[src/rtl/divider_cir_if.sv]
// Operand/result bundle for divider_cir.
// Optional macro DIV_ZERO_FLAG_EN adds the div_zero result flag.
interface divider_cir_if #(
    parameter int unsigned WIDTH = 8
);
    logic             ready;
    logic [WIDTH-1:0] Divisor;
    logic [WIDTH-1:0] Dividend;
    logic [WIDTH-1:0] Quotient;
    logic [WIDTH-1:0] Reminder;
    logic             done;
`ifdef DIV_ZERO_FLAG_EN
    logic             div_zero;
`endif

`ifdef DIV_ZERO_FLAG_EN
    modport master (
        output ready, Divisor, Dividend,
        input  Quotient, Reminder, done, div_zero
    );
    modport slave (
        input  ready, Divisor, Dividend,
        output Quotient, Reminder, done, div_zero
    );
`else
    modport master (
        output ready, Divisor, Dividend,
        input  Quotient, Reminder, done
    );
    modport slave (
        input  ready, Divisor, Dividend,
        output Quotient, Reminder, done
    );
`endif
endinterface

[src/rtl/divider_cir.sv]
// Sequential restoring unsigned divider: one quotient bit per clock, WIDTH cycles per result.
// Optional macro DIV_ZERO_FLAG_EN adds a registered div_zero flag that updates with done.
module divider_cir #(
    parameter int unsigned WIDTH = 8
) (
    input logic            clk,
    input logic            rst_n,
    divider_cir_if.slave   bus
);
    localparam int unsigned CntW = (WIDTH > 1) ? $clog2(WIDTH) : 1;

    typedef enum logic [0:0] {StIdle, StBusy} state_e;

    state_e            state_q, state_d;
    logic [CntW-1:0]   cnt_q, cnt_d;
    logic [WIDTH-1:0]  rem_q, rem_d;
    logic [WIDTH-1:0]  quo_q, quo_d;
    logic [WIDTH-1:0]  div_q, div_d;
    logic [WIDTH-1:0]  quotient_q, quotient_d;
    logic [WIDTH-1:0]  reminder_q, reminder_d;
    logic              done_q, done_d;
`ifdef DIV_ZERO_FLAG_EN
    logic              dz_q, dz_d;
`endif

    logic [WIDTH:0]    rem_shift;
    logic [WIDTH-1:0]  quo_shift;
    logic              rem_ge;
    logic [WIDTH-1:0]  rem_next;
    logic [WIDTH-1:0]  quo_next;

    // One restoring step; the subtraction result always fits in WIDTH bits when taken.
    always_comb begin
        rem_shift = {rem_q, quo_q[WIDTH-1]};
        quo_shift = {quo_q[WIDTH-2:0], 1'b0};
        rem_ge    = (rem_shift >= {1'b0, div_q});
        rem_next  = rem_ge ? (rem_shift[WIDTH-1:0] - div_q) : rem_shift[WIDTH-1:0];
        quo_next  = {quo_shift[WIDTH-1:1], rem_ge};
    end

    always_comb begin
        state_d    = state_q;
        cnt_d      = cnt_q;
        rem_d      = rem_q;
        quo_d      = quo_q;
        div_d      = div_q;
        quotient_d = quotient_q;
        reminder_d = reminder_q;
        done_d     = 1'b0;
`ifdef DIV_ZERO_FLAG_EN
        dz_d       = dz_q;
`endif
        unique case (state_q)
            StIdle: begin
                if (bus.ready) begin
                    state_d = StBusy;
                    div_d   = bus.Divisor;
                    quo_d   = bus.Dividend;
                    rem_d   = '0;
                    cnt_d   = CntW'(WIDTH - 1);
                end
            end
            StBusy: begin
                rem_d = rem_next;
                quo_d = quo_next;
                cnt_d = cnt_q - CntW'(1);
                if (cnt_q == '0) begin
                    state_d    = StIdle;
                    quotient_d = quo_next;
                    reminder_d = rem_next;
                    done_d     = 1'b1;
`ifdef DIV_ZERO_FLAG_EN
                    dz_d       = (div_q == '0);
`endif
                end
            end
        endcase
    end

    always_ff @(posedge clk) begin
        if (!rst_n) begin
            state_q    <= StIdle;
            cnt_q      <= '0;
            rem_q      <= '0;
            quo_q      <= '0;
            div_q      <= '0;
            quotient_q <= '0;
            reminder_q <= '0;
            done_q     <= 1'b0;
`ifdef DIV_ZERO_FLAG_EN
            dz_q       <= 1'b0;
`endif
        end else begin
            state_q    <= state_d;
            cnt_q      <= cnt_d;
            rem_q      <= rem_d;
            quo_q      <= quo_d;
            div_q      <= div_d;
            quotient_q <= quotient_d;
            reminder_q <= reminder_d;
            done_q     <= done_d;
`ifdef DIV_ZERO_FLAG_EN
            dz_q       <= dz_d;
`endif
        end
    end

    assign bus.Quotient = quotient_q;
    assign bus.Reminder = reminder_q;
    assign bus.done     = done_q;
`ifdef DIV_ZERO_FLAG_EN
    assign bus.div_zero = dz_q;
`endif

endmodule

[src/flat_wrapper.sv]
// flat-port wrapper written by rule: the top's interface ports become plain ports
module divider_cir_flat 
#(
    parameter int unsigned WIDTH = 8
)
  (clk, rst_n, bus_ready, bus_Divisor, bus_Dividend, bus_Quotient, bus_Reminder, bus_done);
  divider_cir_if #(.WIDTH(WIDTH)) bus_i ();
  input logic clk;
  input logic rst_n;
  input wire logic [$bits(bus_i.ready)-1:0] bus_ready;
  input wire logic [$bits(bus_i.Divisor)-1:0] bus_Divisor;
  input wire logic [$bits(bus_i.Dividend)-1:0] bus_Dividend;
  output wire logic [$bits(bus_i.Quotient)-1:0] bus_Quotient;
  output wire logic [$bits(bus_i.Reminder)-1:0] bus_Reminder;
  output wire logic [$bits(bus_i.done)-1:0] bus_done;
  assign bus_i.ready = bus_ready;
  assign bus_i.Divisor = bus_Divisor;
  assign bus_i.Dividend = bus_Dividend;
  assign bus_Quotient = bus_i.Quotient;
  assign bus_Reminder = bus_i.Reminder;
  assign bus_done = bus_i.done;
  divider_cir #(.WIDTH(WIDTH)) u_core (.clk(clk), .rst_n(rst_n), .bus(bus_i));
endmodule
[config.mk]
export PLATFORM = sky130hd
export DESIGN_NAME = divider_cir_flat
export DESIGN_NICKNAME = d
export VERILOG_FILES = /design/src/rtl/divider_cir_if.sv /design/src/rtl/divider_cir.sv /design/src/flat_wrapper.sv
export SDC_FILE = /design/constraint.sdc
export NUM_CORES = 1
export LEC_CHECK = 0
export BUFFER_PORTS_ARGS = -buffer_cell sky130_fd_sc_hd__clkbuf_2
export CAP_MARGIN = 40
export CORE_UTILIZATION = 40
export CTS_CLUSTER_DIAMETER = 60
export CTS_CLUSTER_SIZE = 14
export DETAILED_ROUTE_END_ITERATION = 16
export SYNTH_ARGS = -nofsm -noshare
export SYNTH_HDL_FRONTEND = slang
export SYNTH_SLANG_ARGS = --single-unit
[constraint.sdc]
create_clock -name clk -period 4 [get_ports clk]
set_input_delay 0.6 -clock clk [delete_from_list [all_inputs] [get_ports clk]]
set_output_delay 0.6 -clock clk [all_outputs]
set_load 0.02 [all_outputs]
==> results.toml <==
[outcome]
outcome = "finished, final reports clean"

[synthesis]
ys.flop_type = "dfxtp_1"
synth_area_um2 = 2270
synth_area_leaders = "dfxtp_1 (40%), ha_1 (5.5%), nor2_1 (5.5%)"
avgSynthCellArea_um2 = 8.90
synth_edf_count = 0
postSynthRegisterBits = 45
netlist-cell-type-count = 43
synth_area_leader_cell = "dfxtp_1"
syn-num-nets = 285
syn_inst = 255
synth_top_cell_area_share_pct = 39.7
yosys_warnings = 0
synthArstFlopShare_pct = 0
ys_seq_area_share_pct = 39.7

[place]
portBuffers = 35
place_hpwl_um = 3370
gp_congestion = 0.878
placed_cells = 347

[sta]
tightest_slew_ns = 0.868
fin_skew_ns = 0.00958
maxSlewViolCount = 0
timing.fmax_ghz = 0.376
fin_tns_setup_ns = 0
timing.slew.headroom_pct = 42.2
period_needed_ns = 2.66
rsz0062_at_grt = "false"
post-route-period-util_pct = 66.5
setup_viol = 0
finalHoldViolations = 0

[cts]
cts.path.max_buffers = 2
insertion_delay_ns = 0.30
cts_root_buffer = "clkbuf_8"
htreeDepth = 2
postCtsSetupRepairBufs = 0
hold_buffers = 0
path_clk_slew_ns = 0.09
cts_inserted_buffers = 5
post_cts_resize_count = 0
tritoncts = "done"
clock_sinks = 45

[worst_setup_path]
critPathLaunchType = "flop"
cp_slowest_cell = "a2111oi_4"
cp-end-kind = "flop"
cp.arrival_ns = 2.84
path_delay_family = "compound AO/OA/AOI/OAI gates"
cp_cell_sequence = "ha_1 -> a21o_1 -> a21oi_2 -> a2111oi_4 -> or2b_1 -> o211ai_2"
path_class = "flop to flop"
cp.required_ns = 4.18
path_buf_inv = 0
crit_fanout = 17
max_stage_delay_ns = 0.84

[cells_and_area]
nFillCells = 552
area_growth_pct = 13.4
antenna_cells = 0
layout_commonest_cell = "dfxtp_1"
final_cells = 356
fin_nets = 313
drive_gt1_share_pct = 20.8
final_cell_mix = "dfxtp_1 (45), clkbuf_2 (35), nor2_1 (33)"

[drt]
wl_per_cell_um = 13.4
drtPass1Iterations = 4
vias_per_cell = 5.26
final_antenna_net_count = 0
postRouteWirelength_um = 4780
drc = 0
vias = 1873
drtIter0Drc = 120

[die]
pin_count = 36
core.rowCount = 27
die_width_um = 77.3
fp.dieArea_um2 = 5980
start_util_pct = 41.4
die_h_um = 77.3
core_um2 = 5470

[grt]
overflow = 0
grt_pass1_wl_um = 8180
antenna_found_initial = 0
grt_max_degree = 29
grt_pass1_vias = 1746
grt_usage_pct = 17.2

[power_and_ir_drop]
power_mw = 1.61
power.density_nw_per_um2 = 625
ir_worst_vdd_mv = 0.258
p_leak_nw = 1.12

[run]
cap_violations = 0

[min_path]
min_path_type = "flop to flop"
## registers in the layout, indices dropped and copies added (netlist names)
signal,flops
u_core.rem_q,8
u_core.state_q,1
u_core.bus.Reminder,8
u_core.bus.done,1
u_core.div_q,8
u_core.quo_q,8
u_core.bus.Quotient,8
u_core.cnt_q,3
## routing by layer
layer,part of all wire [%],GRT usage [%]
met1,53,24.6
met2,41,24.9
met3,4.6,3.93
met4,1.4,6.23
met5,0,0
## synthesized netlist by cell type, types with 3 or more instances
master and number:
dfxtp_1 45, nand4_1 3, ha_1 10, or3_1 4
inv_1 16, o21ai_0 6, o21ai_1 3, o211ai_1 9
a211oi_1 4, nor3_1 3, nor2b_1 5, clkbuf_1 7
o211ai_2 8, nor2_1 33, nand2_1 23, a21oi_1 19
a32o_1 4, buf_1 4, a22o_1 9, mux2i_1 8
buf_6 3
## report_power, final
part	switching (mW)	internal, mW	total (mW)
clock	0.157	0.188	0.345
sequential	0.0517	0.500	0.552
combinational	0.447	0.264	0.712
total	0.657	0.952	1.61
## cells by family (layout without fill, tap and decap cells)
logic type / after synthesis / count (layout) / share of synthesized area (%)
compound gates: 76 / 76 / 26.6
xor+xnor: 3 / 3 / 1.16
fa+ha+maj: 11 / 11 / 6.40
buf+inv: 33 / 62 / 6.73
flops: 45 / 45 / 39.7
mux: 8 / 8 / 3.53
simple gates: 79 / 79 / 15.8
## final cells by class
type                    instances  area (µm²)  area share [%]
well taps                      72        90.1            3.50
repair buffers                 38         195            7.59
flip-flops and latches         45         901            35.0
inverters                      16        60.1            2.33
multi-input cells             177        1210            47.2
clock buffers                   6        72.6            2.82
clock inverters                 2        38.8            1.51
## worst register-to-register path, delay by kind of cell (launching register included)
kind | cells | cell delay, ns
DFF | 1 | 0.36
and+or+nand+nor | 1 | 0.47
adders and majority gates | 1 | 0.44
AOI/OAI and AO/OA | 4 | 1.27
## worst paths after layout
path                                        startpoint  depth (start not counted)  slack (ns)                      to
worst max register to register         u_core.rem_q[2]                          6        1.34         u_core.rem_q[1]
worst min-delay path            u_core.bus.Quotient[0]                          2        0.47  u_core.bus.Quotient[0]
worst min register to register  u_core.bus.Quotient[0]                          2        0.47  u_core.bus.Quotient[0]
worst max-delay path                   u_core.rem_q[2]                          6        1.34         u_core.rem_q[1]
## through the flow
step	hold WS (ns)	utilization, %	worst slack, ns	area [µm²]
floorplan	0.443	-	2.02	2270
global placement	0.457	44.7	1.43	2450
detailed placement	0.450	44.9	1.36	2460
CTS	0.472	46.9	1.33	2570
global route	0.504	47.0	1.17	2570
finish	0.465	47.0	1.34	2570
Power figures use the tool's default switching activity.
